[config.mk]
export PLATFORM = sky130hd
export DESIGN_NAME = serial_crc_receiver
export DESIGN_NICKNAME = d
export VERILOG_FILES = /design/src/rtl/crc_link_pkg.sv /design/src/rtl/crc_serial_lfsr.sv /design/src/rtl/serial_crc_receiver.sv
export SDC_FILE = /design/constraint.sdc
export NUM_CORES = 1
export LEC_CHECK = 0
export BUFFER_PORTS_ARGS = -buffer_cell sky130_fd_sc_hd__buf_2
export CAP_MARGIN = 40
export CORE_ASPECT_RATIO = 0.7
export CORE_UTILIZATION = 38
export CTS_CLUSTER_DIAMETER = 200
export CTS_CLUSTER_SIZE = 16
export DETAILED_ROUTE_END_ITERATION = 8
export GPL_ROUTABILITY_DRIVEN = 0
export PLACE_DENSITY_LB_ADDON = 0.05
export RECOVER_POWER = 100
export REMOVE_ABC_BUFFERS = 1
export SKIP_LAST_GASP = 1
export SYNTH_ARGS = -nofsm -noshare
export SYNTH_HDL_FRONTEND = slang
export SYNTH_HIERARCHICAL = 1
export SYNTH_SLANG_ARGS = --single-unit
export TNS_END_PERCENT = 20
[constraint.sdc]
create_clock -name CLK -period 2.2 [get_ports CLK]
set_input_delay 0.33 -clock CLK [delete_from_list [all_inputs] [get_ports CLK]]
set_output_delay 0.33 -clock CLK [all_outputs]
set_load 0.01 [all_outputs]
[src/rtl/crc_link_pkg.sv]
// Definitions shared by both ends of the serial CRC link: frame FSM states
// and the default frame geometry and polynomial.
package crc_link_pkg;

    typedef enum logic [1:0] {
        IDLE = 2'd0,
        DATA = 2'd1,
        CRC  = 2'd2,
        DONE = 2'd3
    } crc_state_e;

    localparam int         DEF_DATA_W   = 8;
    localparam int         DEF_CRC_W    = 4;
    localparam logic [3:0] DEF_POLY     = 4'h3;   // x^4 + x + 1, top term implicit
    localparam logic [3:0] DEF_CRC_INIT = 4'h0;

    function automatic int max2(input int a, input int b);
        return (a > b) ? a : b;
    endfunction

endpackage

[src/rtl/crc_serial_lfsr.sv]
// Bit-serial CRC register: one MSB-first input bit folded in per enable.
// Both ends of the link share this so their CRCs agree by construction.
module crc_serial_lfsr #(
    parameter int               CRC_W = 4,
    parameter logic [CRC_W-1:0] POLY  = 4'h3,
    parameter logic [CRC_W-1:0] INIT  = '0
) (
    input  logic             CLK,
    input  logic             CLR,
    input  logic             init,
    input  logic             en,
    input  logic             din,
    output logic [CRC_W-1:0] crc
);

    logic fb;

    assign fb = crc[CRC_W-1] ^ din;

    always_ff @(posedge CLK) begin
        if (CLR || init) begin
            crc <= INIT;
        end else if (en) begin
            crc <= {crc[CRC_W-2:0], 1'b0} ^ (fb ? POLY : '0);
        end
    end

endmodule

[src/rtl/serial_crc_receiver.sv]
// Receive end of the serial CRC link: start-bit detect, payload and CRC
// deserialisation, CRC check, and a valid/ready output holding register.
//
// state | meaning
// IDLE  | waiting for a sampled start bit (SIN=1 on SEN)
// DATA  | shifting in DATA_W payload bits, MSB first, CRC updated per bit
// CRC   | shifting in CRC_W received check bits, MSB first
// DONE  | one cycle: hand frame to output register or flag overrun
module serial_crc_receiver
    import crc_link_pkg::*;
#(
    parameter int               DATA_W   = DEF_DATA_W,
    parameter int               CRC_W    = DEF_CRC_W,
    parameter logic [CRC_W-1:0] POLY     = CRC_W'(DEF_POLY),
    parameter logic [CRC_W-1:0] CRC_INIT = CRC_W'(DEF_CRC_INIT)
) (
    input  logic              CLK,
    input  logic              CLR,
    input  logic              SEN,
    input  logic              SIN,
    output logic [DATA_W-1:0] DOUT,
    output logic              DVALID,
    input  logic              DREADY,
    output logic              CRC_ERR,
    output logic              OVERRUN,
    output logic              BUSY
);

    localparam int              CNT_W     = $clog2(max2(DATA_W, CRC_W)) + 1;
    localparam logic [CNT_W-1:0] LAST_DATA = CNT_W'(DATA_W - 1);
    localparam logic [CNT_W-1:0] LAST_CRC  = CNT_W'(CRC_W - 1);

    crc_state_e        state;
    logic [CNT_W-1:0]  cnt;
    logic [DATA_W-1:0] payload;
    logic [CRC_W-1:0]  rx_crc;
    logic [CRC_W-1:0]  crc;
    logic              crc_init;
    logic              crc_en;

    assign crc_init = (state == IDLE) && SEN && SIN;
    assign crc_en   = (state == DATA) && SEN;

    crc_serial_lfsr #(
        .CRC_W (CRC_W),
        .POLY  (POLY),
        .INIT  (CRC_INIT)
    ) u_lfsr (
        .CLK  (CLK),
        .CLR  (CLR),
        .init (crc_init),
        .en   (crc_en),
        .din  (SIN),
        .crc  (crc)
    );

    always_ff @(posedge CLK) begin
        if (CLR) begin
            state   <= IDLE;
            cnt     <= '0;
            payload <= '0;
            rx_crc  <= '0;
            DOUT    <= '0;
            DVALID  <= 1'b0;
            CRC_ERR <= 1'b0;
            OVERRUN <= 1'b0;
            BUSY    <= 1'b0;
        end else begin
            // Accept clears the output; a DONE load below overrides this.
            if (DVALID && DREADY) begin
                DVALID <= 1'b0;
            end

            unique case (state)
                IDLE: begin
                    if (SEN && SIN) begin
                        state <= DATA;
                        cnt   <= '0;
                        BUSY  <= 1'b1;
                    end
                end
                DATA: begin
                    if (SEN) begin
                        payload <= {payload[DATA_W-2:0], SIN};
                        if (cnt == LAST_DATA) begin
                            cnt   <= '0;
                            state <= CRC;
                        end else begin
                            cnt <= cnt + 1'b1;
                        end
                    end
                end
                CRC: begin
                    if (SEN) begin
                        rx_crc <= {rx_crc[CRC_W-2:0], SIN};
                        if (cnt == LAST_CRC) begin
                            cnt   <= '0;
                            state <= DONE;
                        end else begin
                            cnt <= cnt + 1'b1;
                        end
                    end
                end
                DONE: begin
                    if (!DVALID || DREADY) begin
                        DOUT    <= payload;
                        CRC_ERR <= (rx_crc != crc);
                        DVALID  <= 1'b1;
                    end else begin
                        OVERRUN <= 1'b1;
                    end
                    state <= IDLE;
                    BUSY  <= 1'b0;
                end
                default: begin
                    state <= IDLE;
                    BUSY  <= 1'b0;
                end
            endcase
        end
    end

endmodule

# Yosys cells after proc, flatten, opt, wreduce, memory -nomap -nowiden
# Index checks and enable logic that the tools add are counted.
# classes
bitwise	3
mux	18
add_sub_neg	1
eq_ne	11
reduce_logical	18
# ops
op	count
2-to-1 mux 4 bit	5
2-to-1 mux 2 bit	6
case mux 4 bit (3 select lines)	1
AND reduction 2 bit	5
case mux 2 bit (4 select lines)	1
!= test 2 bit (second input constant)	3
logical AND 1 bit	5
AND reduction 5 bit	1
adder 4 x 1 -> 4 bit (second input constant)	1
equality test 2 bit (second input constant)	2
equality test 4 x 2 -> 1 bit (second input constant)	1
equality test 4 x 3 -> 1 bit (second input constant)	1
2-to-1 mux 1 bit	4
!= test 2 x 1 -> 1 bit (second input constant)	2
!= test 4 bit	1
AND reduction 4 bit	1
XOR 4 bit	1
nonzero test 3 bit	1
equality test 2 x 1 -> 1 bit (second input constant)	1
logical NOT 2 bit	1
logical OR 1 bit	2
case mux 1 bit (2 select lines)	1
nonzero test 2 bit	1
logical NOT 1 bit	1
other kinds (2)	2
# totals
reg_bits	34
output_inout_bits	12
input_bits	5

# Depth between registers and ports, before layout
# Gate-level depths: netlist of run 1.
# logic_depth
word_depth	4
ltp_mapped	7
mapped_depth_nobuf	6

# By module
# The synthesis of run 1 kept the hierarchy.
# modules_own_cells
module	instances	seq_area_each_um2	area_per_inst_um2	cells_per_inst
serial_crc_receiver	1	600.6	1333.8	154
crc_serial_lfsr	1	80.1	175.2	17

# Least setup slack after synthesis of run 1
# Ideal clock, no wire load.
# synth_timing
path_kind	reg2reg
startpoint	register state[0]
endpoint	register state[0]
synth_period_minus_slack_ns	1.708
t_arrival_ns	1.592
stages_incl_launch_ff	8
path_slack_ns	0.492
path_cell_list	dfxtp_1 inv_1 ha_1 buf_6 nor2_4 o21ai_2 or4_1 and3_1
# synth_via
elab_chain_len	3
word_cells_on_any_way	11
classes_between	eq/ne: 8; mux: 1; reduce/logical: 2
# synth_lines
element	line_no	text
start, declared	serial_crc_receiver.sv:33	crc_state_e state;
start signal, assigned	serial_crc_receiver.sv:59	state <= IDLE;
start signal, assigned	serial_crc_receiver.sv:77	state <= DATA;
start signal, assigned	serial_crc_receiver.sv:87	state <= CRC;
equality test 2 bit (tied with other cells)	serial_crc_receiver.sv:74	unique case (state)
!= test 2 bit (no line) / != test 2 x 1 -> 1 bit (equally long branches)	-	
AND reduction 5 bit (no line)	-	
# Several ways; a longest one is shown, not always the timed one.
# A chain may end at the register's enable or synchronous reset.

# Final worst setup path of run 1
# Ends and elaborated chain as after synthesis.

==> key figures, run 1 <==
Outcome
  • Status: finished, final reports clean

Clocking
  • CTS Root Cell: clkbuf_8
  • CTS tree: done
  • Reg clk slew, reported paths: 70 ps
  • Setup Buffers After CTS: 0
  • Clk buf depth: 2
  • H-tree depth: 2
  • Cts hold-fix bufs: 0
  • Post-cts resize count: 0
  • CTS Buf Count: 5
  • Worst-skew pair later-pin latency: between 200 and 300 ps
  • CTS sink count: 34

Route
  • Total wire length: just over 3000 um
  • ANT nets after route: 0
  • Iteration-0 DRC Markers: between 60 and 70
  • Drt wl/cell: around 13 um
  • Initial DRT Pass Iterations: 5
  • DRC viols: 0
  • Vias per std cell: roughly 5
  • DR vias: roughly 1200

GRT
  • Tot GR Track Use: roughly 15%
  • Largest net degree at the start of global routing: 35
  • Initial antenna violation count: 0
  • Vias in the first global route: 1005
  • Overflow after GRT: 0
  • First-pass GRT wire length: approximately 4800 um

Run
  • Max-cap violation count: 0

Yosys
  • Syn_area_per_cell: just under 9 um2
  • Sequential area share after synthesis: a little under half
  • Syn. warnings: 6
  • Synth Instances: 171
  • Mapped Area: 0.00151 mm2
  • Primary FF master, synth: dfxtp_1
  • Top-area cell type share of the netlist area: between 40% and 50%
  • #FFs+latches synth: 34
  • Synth top area cells: dfxtp_1, mux2i_1, nand2_1
  • Async SR Flop Fraction: 0%
  • Area leader, netlist: dfxtp_1
  • EDFF count, synth: 0
  • Yosys cell types: 34

Cells and area
  • P&R area growth vs syn: 11.8%
  • Layout cell share with drive strength beyond 1: under 10%
  • Cell area after layout: around 0.0017 mm2
  • Antenna Cells: 0
  • Fin cells: 238
  • Nets: around 200

Pwr
  • Peak supply drop: roughly 420 uV
  • Leak Pwr: approximately 0.64 nW
  • PwrDens: slightly above 900 mW/mm2

Critical path
  • FF-to-FF End: state[0]
  • Internal reg-to-reg setup slack: around 180 ps
  • Critical path capture point type: flip-flop
  • Critical path class: reg2reg
  • Critical path required time: approximately 2400 ps
  • Reg-to-reg startpoint: state[0]
  • CP arrival: 2200 ps
  • CP max FO: 10
  • R2R depth: 6
  • Startpoint types: flip-flop
  • Setup crit start: state[0]

Placed design
  • DP HPWL: 2130 um
  • Place WS: roughly 120 ps
  • DP Area: between 0.0015 and 0.002 mm2
  • I/O Buffers: 16
  • Placed insts: 230

Timing
  • Worst slew margin: between 50% and 60%
  • Hold_ws: 355 ps
  • Setup Skew: 5.09 ps
  • Time the worst path needs with I/O delays and setup: 2020 ps
  • FMAX: roughly 0.5 GHz
  • Unrepaired setup endpoints after global routing: no
  • Final setup vio count: 0
  • Final worst slack: 178 ps
  • Fin Setup TNS: 0 ps
  • Pins Over Slew Limit: 0
  • Final hold vios: 0
  • Tightest Pin Transition: slightly above 600 ps
  • Period utilization: just over 90%

Worst hold path
  • WHS Endpoint: payload[0]
  • Cells on Worst Hold Path: 3
  • Worst hold path class: in2reg
  • Hold Path Origin: SIN

Floorplanning
  • Initial Utilization: between 40 and 50%
  • Die height: 54.7 um
  • Cell row count: 18
  • DIE WIDTH: 77.3 um
  • DIE AREA: around 0.0042 mm2
  • Top-Level Pins: 17
  • Core area: about 0.0036 mm2
-- power breakdown --
group | leakage [nW] | total [mW] | switching (mW) | internal, mW
Sequential | 0.274 | 0.679 | 0.0325 | 0.647
Clock | 0.0482 | 0.463 | 0.211 | 0.252
Combinational | 0.315 | 0.432 | 0.285 | 0.146
Total | 0.637 | 1.57 | 0.528 | 1.05
-- critical path, stage by stage (launching register included) --
cell	delay, ps
dfxtp_1	390
inv_1	110
ha_1	320
nor2_1	300
a21oi_1	170
or4_1	420
and3_1	200
-- cell type report --
cell class              instances  area, um2
clock buffers                   7       86.3
clock inverters                 1       5.00
fillers                       390       1960
inverters                       7       30.0
multi-input cells             123        757
flip-flops and latches         34        681
well taps                      50       62.6
repair buffers                 16       65.1
-- synthesized netlist by cell type (2+ instances only) --
library cell and n:
ha_1 7, nand4_1 4, xnor2_1 5, a21oi_1 19
nor3_1 2, nor2_1 15, o21ai_0 3, clkbuf_1 2
nand4b_1 2, nand3_1 5, and3_1 2, dfxtp_1 34
o211ai_1 3, nand2_1 29, nor2b_1 2, nand3b_1 2
buf_2 3, inv_1 6, mux2i_1 11
-- registers in the layout (all words and copies together) (netlist names) --
register,count
DVALID,1
rx_crc,4
BUSY,1
OVERRUN,1
cnt,4
payload,8
u_lfsr/crc,4
DOUT,8
CRC_ERR,1
state,2
-- cell usage in the layout, fill, tap and decap left out, types with 4 or more instances in the layout --
| cell type | count |
|---|---|
| dfxtp_1 | 34 |
| nand2_1 | 29 |
| a21oi_1 | 19 |
| nor2_1 | 16 |
| clkbuf_1 | 13 |
| mux2i_1 | 11 |
| ha_1 | 7 |
| inv_1 | 6 |
| clkbuf_8 | 6 |
| nand3_1 | 5 |
| xnor2_1 | 5 |
| nand4_1 | 4 |
| buf_2 | 4 |
-- routing by layer --
metal  track usage (%)  routed length, um
met5                 0                  0
met2              21.4               1270
met4              7.55                 36
met1              21.1               1560
met3              5.00                182
-- metrics by stage --
| stage | total power, mW | utilization, % |
|---|---|---|
| after floorplan | 1.02 | - |
| after global placement | 1.12 | 44.2 |
| after detailed placement | 1.13 | 44.2 |
| after CTS | 1.60 | 46.7 |
| after global routing | 1.67 | 46.2 |
| final | 1.57 | 46.2 |
-- logic make-up (layout without fill, tap and decap cells) --
logic type / after synthesis / in the layout / synth area share [%]
fa+ha+maj: 7 / 7 / 5.80
simple gates: 67 / 67 / 20.8
mux: 11 / 11 / 7.30
flops: 34 / 34 / 45.1
buf+inv: 14 / 31 / 4.23
xor+xnor: 5 / 5 / 2.90
compound gates: 33 / 33 / 13.8
-- how the worst max path moves through the flow --
stage,to,depth (start not counted)
final,state[0],6
after global routing,state[0],6
after detailed placement,u_lfsr/crc[0],5
after floorplan,state[0],6
after CTS,u_lfsr/crc[0],5
after global placement,u_lfsr/crc[0],5
(Power assumes the default switching activity.)
==> inputs of run 2 (changes only) <==
--- a/config.mk
+++ b/config.mk
@@ -6,8 +6,9 @@
 export NUM_CORES = 1
 export LEC_CHECK = 0
 export BUFFER_PORTS_ARGS = -buffer_cell sky130_fd_sc_hd__buf_2
-export CAP_MARGIN = 40
+export CAP_MARGIN = 20
 export CORE_ASPECT_RATIO = 0.7
+export CORE_MARGIN = 2
 export CORE_UTILIZATION = 38
 export CTS_CLUSTER_DIAMETER = 200
 export CTS_CLUSTER_SIZE = 16
==> key figures, run 2 (synthesized netlist as in run 1, its figures left out) <==
Outcome
  • Status: finished, final reports clean (unchanged)

Clocking
  • CTS sink count: 34 (unchanged)
  • CTS Buf Count: 5 (unchanged)
  • CTS Root Cell: clkbuf_8 (unchanged)
  • Worst-skew pair later-pin latency: 270 ps (was 280 ps)
  • Post-cts resize count: 0 (unchanged)
  • Clk buf depth: 2 (unchanged)
  • Setup Buffers After CTS: 0 (unchanged)
  • Cts hold-fix bufs: 0 (unchanged)
  • CTS tree: done (unchanged)
  • Reg clk slew, reported paths: 60 ps (was 70 ps)
  • H-tree depth: 2 (unchanged)

Cells and area
  • Fill cells: 395 (was 390)
  • Commonest non-fill, non-tap cell in the layout: dfxtp_1 (unchanged)
  • P&R area growth vs syn: 11.6% (was 11.8%)
  • Antenna Cells: 0 (unchanged)
  • Sequential Area: 681 um2 (unchanged)
  • Area occupied by multi-input gates: 757 um2 (unchanged)
  • Final core occ: 43.5% (was 46.2%)
  • Layout cell share with drive strength beyond 1: 8.02% (was 8.51%)
  • Commonest non-fill, non-tap cells in the layout: dfxtp_1, nand2_1, a21oi_1, nor2_1, clkbuf_1 (unchanged)
  • Biggest regs: DOUT: 8 flops, payload: 8 flops (unchanged)
  • Nets: 200 (was 199)

GRT
  • Overflow after GRT: 0 (unchanged)
  • Tot GR Track Use: 15.1% (was 15.3%)
  • Initial antenna violation count: 0 (unchanged)
  • Largest net degree at the start of global routing: 26 (was 35)
  • Vias in the first global route: 1105 (was 1005)
  • First-pass GRT wire length: 5240 um (was 4780 um)

Timing
  • Pins Over Slew Limit: 0 (unchanged)
  • FMAX: 0.501 GHz (was 0.495 GHz)
  • Final setup vio count: 0 (unchanged)
  • Worst slew margin: 59.5% (was 58.8%)
  • Tightest Pin Transition: 608 ps (was 618 ps)
  • Setup Skew: 2.58 ps (was 5.09 ps)
  • Fin Setup TNS: 0 ps (unchanged)
  • Final hold vios: 0 (unchanged)
  • Period utilization: 90.6% (was 91.9%)
  • Unrepaired setup endpoints after global routing: no (unchanged)
  • Time the worst path needs with I/O delays and setup: 1990 ps (was 2020 ps)

Floorplanning
  • Top-Level Pins: 17 (unchanged)
  • DIE AREA: 0.00450 mm2 (was 0.00423 mm2)
  • Initial Utilization: 38.9% (was 41.4%)
  • Core area: 0.00387 mm2 (was 0.00365 mm2)
  • Die height: 56.7 um (was 54.7 um)
  • Cell row count: 19 (was 18)
  • DIE WIDTH: 79.3 um (was 77.3 um)

Critical path
  • Critical path class: reg2reg (unchanged)
  • CP arrival: 2160 ps (was 2200 ps)
  • CP max FO: 10 (unchanged)
  • Internal reg-to-reg setup slack: 210 ps (was 180 ps)
  • Critical path capture point type: flip-flop (unchanged)
  • R2R depth: 6 (unchanged)
  • Critical path endpoint: state[0] (unchanged)
  • Setup crit start: state[0] (unchanged)
  • Critical path required time: 2370 ps (about the same)
  • Startpoint types: flip-flop (unchanged)
  • Reg-to-reg startpoint: state[0] (unchanged)
  • FF-to-FF End: state[0] (unchanged)

Route
  • ANT nets after route: 0 (unchanged)
  • DR vias: 1199 (was 1222)
  • DRC viols: 0 (unchanged)
  • Total wire length: 2920 um (was 3050 um)
  • Iteration-0 DRC Markers: 78 (was 68)
  • Initial DRT Pass Iterations: 4 (was 5)
  • Vias per std cell: 5.02 (was 5.13)
  • Drt wl/cell: 12.2 um (was 12.8 um)

Worst hold path
  • Worst hold path class: in2reg (unchanged)

Pwr
  • PwrDens: 916 mW/mm2 (was 933 mW/mm2)
  • Leak Pwr: 0.639 nW (was 0.637 nW)
  • Peak supply drop: 389 uV (was 421 uV)

Placed design
  • DP HPWL: 2130 um (about the same)
  • I/O Buffers: 16 (unchanged)

Run
  • Max-cap violation count: 0 (unchanged)
[run 2: changes by cell type in the layout (fill, tap and decap cells not counted)]
cell	change
buf_4	+1
clkbuf_1	-1
clkinv_1	+1
clkinv_2	-1
clkinvlp_4	-1
[run 2: layout make-up]
class / instances / area share, %
inverters: 7 / 1.56
repair buffers: 17 / 4.31
well taps: 52 / 3.86
clock buffers: 6 / 4.90
flip-flops and latches: 34 / 40.4
multi-input cells: 123 / 44.9
[run 2: worst min path at each step]
stage                 start       endpoint  slack, ps  cells past startpoint
floorplan               CLR  u_lfsr/crc[0]        400                      1
global placement    CRC_ERR        CRC_ERR        440                      2
detailed placement  CRC_ERR        CRC_ERR        450                      2
CTS                  DREADY         DVALID        340                      4
global route            SIN      rx_crc[0]        360                      3
finish               DREADY         DVALID        350                      4
[run 2: metrics by stage]
| stage | power, mW | cell area (um2) | instances | hold WS, ps | setup WS (ps) |
|---|---|---|---|---|---|
| 5_1_grt | 1.65 | 1680 | 239 | 357 | 44.3 |
| 4_1_cts | 1.58 | 1710 | 239 | 336 | 160 |
| 3_5_place_dp | 1.13 | 1620 | 233 | 449 | 179 |
| 3_3_place_gp | 1.12 | 1620 | 233 | 443 | 287 |
| 6_report | 1.54 | 1680 | 239 | 346 | 206 |
| 2_1_floorplan | 1.02 | 1470 | 164 | 399 | 486 |
[run 2: critical path, cell delays in order, from the launching register on]
cell	delay, ps
dfxtp_1	390
inv_1	110
ha_1	320
nor2_1	290
a21oi_1	160
or4_1	440
and3_1	190
[run 2: metal layers]
layer | up-vias | wire length, um | GRT usage [%]
met1 | 551 | 1490 | 20.9
li1 | 620 | - | -
met2 | 24 | 1260 | 21.7
met4 | 0 | 30 | 5.91
met3 | 4 | 143 | 4.82
met5 | - | 0 | 0
[run 2: report_power, final]
| group | internal [mW] | switching, mW |
|---|---|---|
| Sequential | 0.647 | 0.0315 |
| Clock | 0.241 | 0.199 |
| Combinational | 0.147 | 0.276 |
